==> config.mk <==
export PLATFORM = sky130hd
export DESIGN_NAME = guess_game_engine_flat
export DESIGN_NICKNAME = d
export VERILOG_FILES = /design/src/rtl/guess_game_if.sv /design/src/rtl/guess_game_engine.sv /design/src/flat_wrapper.sv
export SDC_FILE = /design/constraint.sdc
export NUM_CORES = 1
export LEC_CHECK = 0
export CORE_UTILIZATION = 48
export DETAILED_ROUTE_END_ITERATION = 16
export GPL_TIMING_DRIVEN = 0
export HOLD_SLACK_MARGIN = 0.03
export PLACE_DENSITY = 0.71
export SLEW_MARGIN = 20
export SYNTH_ARGS = -nofsm -noshare
export SYNTH_HDL_FRONTEND = slang
export SYNTH_SLANG_ARGS = --single-unit
export TNS_END_PERCENT = 1
==> constraint.sdc <==
create_clock -name CLOCK_50 -period 2.1 [get_ports CLOCK_50]
set_input_delay 0.63 -clock CLOCK_50 [delete_from_list [all_inputs] [get_ports CLOCK_50]]
set_output_delay 0.63 -clock CLOCK_50 [all_outputs]
set_load 0.01 [all_outputs]
==> src/rtl/guess_game_if.sv <==
// Board-side bundle of the guessing game engine: raw buttons and switches
// in, registered score/round status and display controls out.
interface guess_game_if #(
   parameter int WIDTH     = 4,
   parameter int MAX_TRIES = 7
);
   localparam int TW = $clog2(MAX_TRIES + 1);

   logic             store_n;
   logic             submit_n;
   logic             reveal_n;
   logic [WIDTH-1:0] secret_in;
   logic [WIDTH-1:0] guess_in;
   logic [WIDTH-1:0] secret_out;
   logic             eq;
   logic             gt;
   logic             lt;
   logic [TW-1:0]    tries_left;
   logic [1:0]       state;
   logic             reveal_on;
   logic [6:0]       anim_leds;

   // Board I/O side: drives buttons/switches, observes the game outputs
   modport master (
      output store_n, submit_n, reveal_n, secret_in, guess_in,
      input  secret_out, eq, gt, lt, tries_left, state, reveal_on, anim_leds
   );

   // Engine side
   modport slave (
      input  store_n, submit_n, reveal_n, secret_in, guess_in,
      output secret_out, eq, gt, lt, tries_left, state, reveal_on, anim_leds
   );
endinterface

==> src/rtl/guess_game_engine.sv <==
// Guessing game engine: button synchronisation and edge detection, secret
// storage, guess scoring with a limited number of tries, win/lose states,
// reveal toggle and the win fill animation.
module guess_game_engine #(
   parameter int WIDTH         = 4,
   parameter int MAX_TRIES     = 7,
   parameter int ANIM_DIV_BITS = 23
) (
   input  logic        CLOCK_50,
   input  logic        reset,
   guess_game_if.slave bus
);
   localparam int TW = $clog2(MAX_TRIES + 1);

   typedef enum logic [1:0] {
      S_IDLE = 2'b00,
      S_PLAY = 2'b01,
      S_WON  = 2'b10,
      S_LOST = 2'b11
   } state_t;

   // Bit 0 = store, bit 1 = submit, bit 2 = reveal
   logic [2:0]               r_sync1;
   logic [2:0]               r_sync2;
   logic [2:0]               r_sync_d;
   logic [2:0]               w_btn_raw;
   logic [2:0]               w_evt;
   logic                     w_store;
   logic                     w_submit;
   logic                     w_reveal;
   logic                     w_score;
   logic                     w_eq;
   logic                     w_gt;

   state_t                   r_state;
   state_t                   w_state_nxt;
   logic [WIDTH-1:0]         r_secret;
   logic                     r_eq;
   logic                     r_gt;
   logic                     r_lt;
   logic [TW-1:0]            r_tries;
   logic                     r_reveal;
   logic [ANIM_DIV_BITS-1:0] r_presc;
   logic [2:0]               r_step;

   // Fill pattern from bit 0 for steps 0..6; step 7 is the blank frame
   function automatic logic [6:0] anim_pattern(input logic [2:0] s);
      logic [7:0] f;
      f = (8'd2 << s) - 8'd1;
      return (s == 3'd7) ? 7'd0 : f[6:0];
   endfunction

   assign w_btn_raw = {bus.reveal_n, bus.submit_n, bus.store_n};

   // Two-flop synchronisers plus a delayed copy for falling-edge detection;
   // reset to released so nothing fires when reset lifts
   always_ff @(posedge CLOCK_50 or posedge reset) begin
      if (reset) begin
         r_sync1  <= 3'b111;
         r_sync2  <= 3'b111;
         r_sync_d <= 3'b111;
      end else begin
         r_sync1  <= w_btn_raw;
         r_sync2  <= r_sync1;
         r_sync_d <= r_sync2;
      end
   end

   assign w_evt    = r_sync_d & ~r_sync2;
   assign w_store  = w_evt[0];
   // A store in the same cycle takes priority and swallows the submit
   assign w_submit = w_evt[1] & ~w_evt[0];
   assign w_reveal = w_evt[2];
   assign w_score  = w_submit && (r_state == S_PLAY);
   assign w_eq     = (bus.guess_in == r_secret);
   assign w_gt     = (bus.guess_in > r_secret);

   // Round state register
   always_ff @(posedge CLOCK_50 or posedge reset) begin
      if (reset) r_state <= S_IDLE;
      else       r_state <= w_state_nxt;
   end

   // Round progression: store (re)starts, a scored guess wins, loses or continues
   always_comb begin
      w_state_nxt = r_state;
      if (w_store) begin
         w_state_nxt = S_PLAY;
      end else if (w_score) begin
         if (w_eq)                      w_state_nxt = S_WON;
         else if (r_tries == TW'(1))    w_state_nxt = S_LOST;
         else                           w_state_nxt = S_PLAY;
      end
   end

   // Secret, score flags and remaining tries
   always_ff @(posedge CLOCK_50 or posedge reset) begin
      if (reset) begin
         r_secret <= '0;
         r_eq     <= 1'b0;
         r_gt     <= 1'b0;
         r_lt     <= 1'b0;
         r_tries  <= '0;
      end else if (w_store) begin
         r_secret <= bus.secret_in;
         r_eq     <= 1'b0;
         r_gt     <= 1'b0;
         r_lt     <= 1'b0;
         r_tries  <= TW'(MAX_TRIES);
      end else if (w_score) begin
         r_eq     <= w_eq;
         r_gt     <= w_gt;
         r_lt     <= ~w_eq & ~w_gt;
         r_tries  <= r_tries - TW'(1);
      end
   end

   // Reveal toggle flips on every reveal press regardless of state
   always_ff @(posedge CLOCK_50 or posedge reset) begin
      if (reset)         r_reveal <= 1'b0;
      else if (w_reveal) r_reveal <= ~r_reveal;
   end

   // Animation prescaler and step; held at zero outside WON so WON always starts at step 0
   always_ff @(posedge CLOCK_50 or posedge reset) begin
      if (reset) begin
         r_presc <= '0;
         r_step  <= 3'd0;
      end else if (r_state != S_WON) begin
         r_presc <= '0;
         r_step  <= 3'd0;
      end else begin
         r_presc <= r_presc + ANIM_DIV_BITS'(1);
         if (&r_presc) r_step <= r_step + 3'd1;
      end
   end

   assign bus.secret_out = r_secret;
   assign bus.eq         = r_eq;
   assign bus.gt         = r_gt;
   assign bus.lt         = r_lt;
   assign bus.tries_left = r_tries;
   assign bus.state      = r_state;

   // Display decode from registers only: LOST forces the reveal, animation only in WON
   always_comb begin
      bus.reveal_on = r_reveal | (r_state == S_LOST);
      bus.anim_leds = 7'd0;
      if (r_state == S_WON) bus.anim_leds = anim_pattern(r_step);
   end
endmodule

==> src/flat_wrapper.sv <==
// flat-port wrapper written by rule: the top's interface ports become plain ports
module guess_game_engine_flat 
#(
   parameter int WIDTH         = 4,
   parameter int MAX_TRIES     = 7,
   parameter int ANIM_DIV_BITS = 23
)
  (CLOCK_50, reset, bus_store_n, bus_submit_n, bus_reveal_n, bus_secret_in, bus_guess_in, bus_secret_out, bus_eq, bus_gt, bus_lt, bus_tries_left, bus_state, bus_reveal_on, bus_anim_leds);
  guess_game_if #(.WIDTH(WIDTH), .MAX_TRIES(MAX_TRIES)) bus_i ();
  input  logic CLOCK_50;
  input  logic reset;
  input wire logic [$bits(bus_i.store_n)-1:0] bus_store_n;
  input wire logic [$bits(bus_i.submit_n)-1:0] bus_submit_n;
  input wire logic [$bits(bus_i.reveal_n)-1:0] bus_reveal_n;
  input wire logic [$bits(bus_i.secret_in)-1:0] bus_secret_in;
  input wire logic [$bits(bus_i.guess_in)-1:0] bus_guess_in;
  output wire logic [$bits(bus_i.secret_out)-1:0] bus_secret_out;
  output wire logic [$bits(bus_i.eq)-1:0] bus_eq;
  output wire logic [$bits(bus_i.gt)-1:0] bus_gt;
  output wire logic [$bits(bus_i.lt)-1:0] bus_lt;
  output wire logic [$bits(bus_i.tries_left)-1:0] bus_tries_left;
  output wire logic [$bits(bus_i.state)-1:0] bus_state;
  output wire logic [$bits(bus_i.reveal_on)-1:0] bus_reveal_on;
  output wire logic [$bits(bus_i.anim_leds)-1:0] bus_anim_leds;
  assign bus_i.store_n = bus_store_n;
  assign bus_i.submit_n = bus_submit_n;
  assign bus_i.reveal_n = bus_reveal_n;
  assign bus_i.secret_in = bus_secret_in;
  assign bus_i.guess_in = bus_guess_in;
  assign bus_secret_out = bus_i.secret_out;
  assign bus_eq = bus_i.eq;
  assign bus_gt = bus_i.gt;
  assign bus_lt = bus_i.lt;
  assign bus_tries_left = bus_i.tries_left;
  assign bus_state = bus_i.state;
  assign bus_reveal_on = bus_i.reveal_on;
  assign bus_anim_leds = bus_i.anim_leds;
  guess_game_engine #(.WIDTH(WIDTH), .MAX_TRIES(MAX_TRIES), .ANIM_DIV_BITS(ANIM_DIV_BITS)) u_core (.CLOCK_50(CLOCK_50), .reset(reset), .bus(bus_i));
endmodule
==> summary.md <==
| Metric | Value |
|---|---|
| Status | `finished, violations left` |
| Failing checks | `negative setup slack` |
| FF+latch count, synth | `48` |
| Synth warn | `0` |
| H-tree levels | `2` |
| Avg WL per Cell | `between 10 and 15 um` |
| Commonest non-fill, non-tap cell in the layout | `dfrtp_1` |
| Final Slew Violations | `0` |
| Critical path cell sequence | `buf_6, ha_4, nand2_4, ha_4, nand2b_4, xnor2_2, a21oi_2, nor3_2, buf_2` |
| CP max stage delay | `about 0.47 ns` |
| DRT Wirelength | `5005 um` |
| Share of cells above drive strength 1 | `0.2500` |
| Arr. time, crit path | `approximately 1.8 ns` |
| Final period util | `1.177` |
| Sequential cell area | `about 0.0012 mm2` |
| Pin count of the biggest net entering global routing | `30` |
| Post-DRT Antenna Nets | `0` |
| Cell taking the most area after synthesis | `dfrtp_1` |
| DRT Pass-1 Iters | `4` |
| Critical path class | `flip-flop to output port` |
| CTS tree | `yes` |
| Inserted Clock Buffers | `5` |
| Filler cells | `between 300 and 400` |
| Fin Clk Skew | `about 0.0093 ns` |
| Die area | `0.005388 mm2` |
| Worst-margin pin slew | `0.5041 ns` |
| Netlist cell types | `40` |
| Vias post-DR | `about 1,900` |
| Post-synthesis mux area share | `0` |
| Post-synthesis cell area | `0.002447 mm2` |
| Layout area overhead | `30.67%` |
| Peak supply drop | `578.1 uV` |
| Input/output buffers | `32` |
| RSZ-0062 raised after global routing | `true` |
| DIE HEIGHT | `73.41 um` |
| XOR/XNOR share of the synthesized area | `0.05726` |
| Most frequent cells in the layout | `dfrtp_1 (34), nand2_1 (26), clkdlybuf4s50_1 (24)` |
| Sequential area share after synthesis | `0.4954` |
| Final net count | `between 300 and 400` |
| I/O pin count | `33` |
| First-pass GRT wire length | `about 8000 um` |
| Die Wd | `roughly 73 um` |
| Largest family of logic cells by synthesized area | `simple AND/OR/NAND/NOR gates` |
| Top post-synthesis cells by area | `dfrtp_1 (40%), dfstp_2 (9.7%), ha_1 (7.2%), nand2_1 (4.3%), xnor2_1 (3.6%)` |
| Max clock buf depth | `2` |
| Cell count after synthesis | `approximately 250` |
| Syn_area_per_cell | `approximately 10 um2` |
| Setup violators final | `6` |
| Worst EP required | `around 1.5 ns` |
| Hold-fix buffers at CTS | `0` |
| Max_cap viols | `0` |
| Ys flop type | `dfrtp_1` |
| Worst-Skew Late Latency | `between 0.3 and 0.4 ns` |
| Total power | `1.948 mW` |
| Vias in the first global route | `roughly 1,700` |
| Power per cell area | `around 610 mW/mm2` |
| Worst setup margin | `-0.3714 ns` |
| Worst reg2reg startpoint | `u_core.r_presc[0]` |
| Core ar. | `~0.0048 mm2` |
| Setup crit end kind | `output port` |
| Clk sinks | `48` |
| Synth Net Count | `around 270` |
| Hold_sp | `u_core.r_sync1[1]` |
| GRT Util Overall | `0.1965` |
| Reg clk slew, reported paths | `approximately 0.090 ns` |
| Number of flops mapped to enable cells by yosys | `0` |
| Adder-cell area share of the yosys netlist | `0.07157` |
| Leakage | `approximately 1.4 nW` |
| Vias per cell | `5.289` |
| Simple-Gate Fraction of Synth Area | `0.2428` |
| Final Hold Viols | `0` |
| Initial drt markers | `74` |
| Diode count | `0` |
| GR Overflow Total | `0` |
| Share of the synthesized area in the top cell type | `0.3988` |
| Critical path origin | `u_core.r_step[0]` |
| Multi-input combinational cell area | `between 0.001 and 0.0015 mm2` |
| Min cycle time layout | `approximately 2.5 ns` |
| Initial antenna violation count | `0` |
| Starting Density | `0.5081` |
| Headroom to the max-slew limit | `0.6614` |
| Hold slack | `~0.36 ns` |
| RePlAce Congestion | `0.8828` |
| CP most frequent cell | `ha_4` |
| Path depth of the worst reg2reg path | `5` |
| Root Driver | `clkbuf_8` |
| Fmax | `~400 MHz` |
| DRC viols | `0` |
| Row count | `25` |
| Hold path depth | `0` |
| Final HPWL DP | `between 3000 and 4000 um` |
| Worst hold path class | `flip-flop to flip-flop` |
| Asr flop ratio synth | `1.000` |
| Synth Area in Compound Gates | `0.1038` |
| Crit-path max FO | `4` |
| Startpoint Class | `flip-flop` |
| CP max-delay cell | `dfrtp_2` |
[synthesized netlist by cell type, drive strengths merged (2+ instances only)]
| cell type | number |
|---|---|
| dfrtp | 39 |
| nand2 | 28 |
| nor2 | 18 |
| a21oi | 15 |
| inv | 15 |
| ha | 14 |
| o21ai | 12 |
| xnor2 | 10 |
| dfstp | 9 |
| nand3 | 9 |
| nor3 | 9 |
| nand4 | 7 |
| and4 | 6 |
| nor2b | 6 |
| xor2 | 6 |
| clkbuf | 4 |
| nand2b | 4 |
| or3 | 4 |
| a31oi | 3 |
| and2 | 3 |
| and3 | 3 |
| nor4 | 3 |
| or4 | 3 |
| a21o | 2 |
| o211ai | 2 |
| o21a | 2 |
[timing repair]
| action | CTS | global route |
|---|---|---|
| pin swaps | 4 | 10 |
| setup endpoints to repair | 8 | 8 |
| endpoints found under the hold margin | 0 | 0 |
| setup buffers | 6 | 5 |
| gates resized for setup | 42 | 24 |
[power by group]
| group | switching, mW | leakage [nW] | internal (mW) |
|---|---|---|---|
| clock | 0.320 | 0.0596 | 0.342 |
| combinational | 0.117 | 0.698 | 0.149 |
| sequential | 0.0391 | 0.606 | 0.981 |
| total | 0.476 | 1.36 | 1.47 |
[final timing paths]
kind | to | slack [ns]
max | bus_anim_leds[5] | -0.37
min | u_core.r_sync2[1] | 0.36
max reg2reg | u_core.r_step[1] | 0.26
min reg2reg | u_core.r_sync2[1] | 0.36
max in group asynchronous | u_core.r_sync_d[1] | 0.89
min in group asynchronous | u_core.bus.secret_out[0] | 0.64
[metal layers]
layer	up-vias	share of wire	global-route usage
li1	961	-	-
met1	928	0.49	0.2652
met2	26	0.47	0.3179
met3	5	0.024	0.04115
met4	0	0.012	0.06410
met5	-	0	0
[layout make-up]
| type | instances | area share |
|---|---|---|
| multi-input combinational | 178 | 0.4073 |
| timing repair buffer | 44 | 0.1252 |
| sequential | 48 | 0.3811 |
| buffer | 3 | 0.004695 |
| clock inverter | 1 | 0.002739 |
| tap | 67 | 0.02621 |
| inverter | 15 | 0.01917 |
| clock buffer | 7 | 0.03365 |
[cell families after synthesis]
kind of cell / after synthesis
and+or+nand+nor: 106
xor gates and xnor gates: 16
AOI/OAI and AO/OA: 42
buffers and inverters: 19
adders and majority gates: 14
DFF: 48
[per-stage QoR]
stage | setup WS (ns) | instance area (um2) | setup TNS, ns | util | std cells
2_1_floorplan | 0.01213 | 2455 | 0 | - | 245
3_3_place_gp | -0.6362 | 2859 | -29.44 | 0.5935 | 344
3_5_place_dp | -0.5987 | 2879 | -2.856 | 0.5977 | 345
4_1_cts | -0.3901 | 3083 | -1.647 | 0.6400 | 358
5_1_grt | -0.4459 | 3198 | -2.068 | 0.6639 | 363
6_report | -0.3714 | 3198 | -1.626 | 0.6639 | 363
[state kept, by name (all words and copies together) (netlist names)]
name,flops
u_core.bus.tries_left,3
u_core.bus.lt,1
u_core.bus.gt,1
u_core.bus.state,2
u_core.r_sync1,3
u_core.r_step,3
u_core.bus.eq,1
u_core.r_presc,23
u_core.bus.secret_out,4
u_core.r_sync_d,3
u_core.r_reveal,1
u_core.r_sync2,3
[worst max-delay path, delay by kind of cell, from the launching register on]
kind / cells / cell delay [ns]
AND/OR/NAND/NOR: 3 / 0.23
AO/OA/AOI/OAI: 1 / 0.08
flip-flops: 1 / 0.47
XOR/XNOR: 1 / 0.17
buffers and inverters: 2 / 0.28
adder cells (fa/ha/maj): 2 / 0.31
No activity file was read; power rests on OpenSTA's default activity.
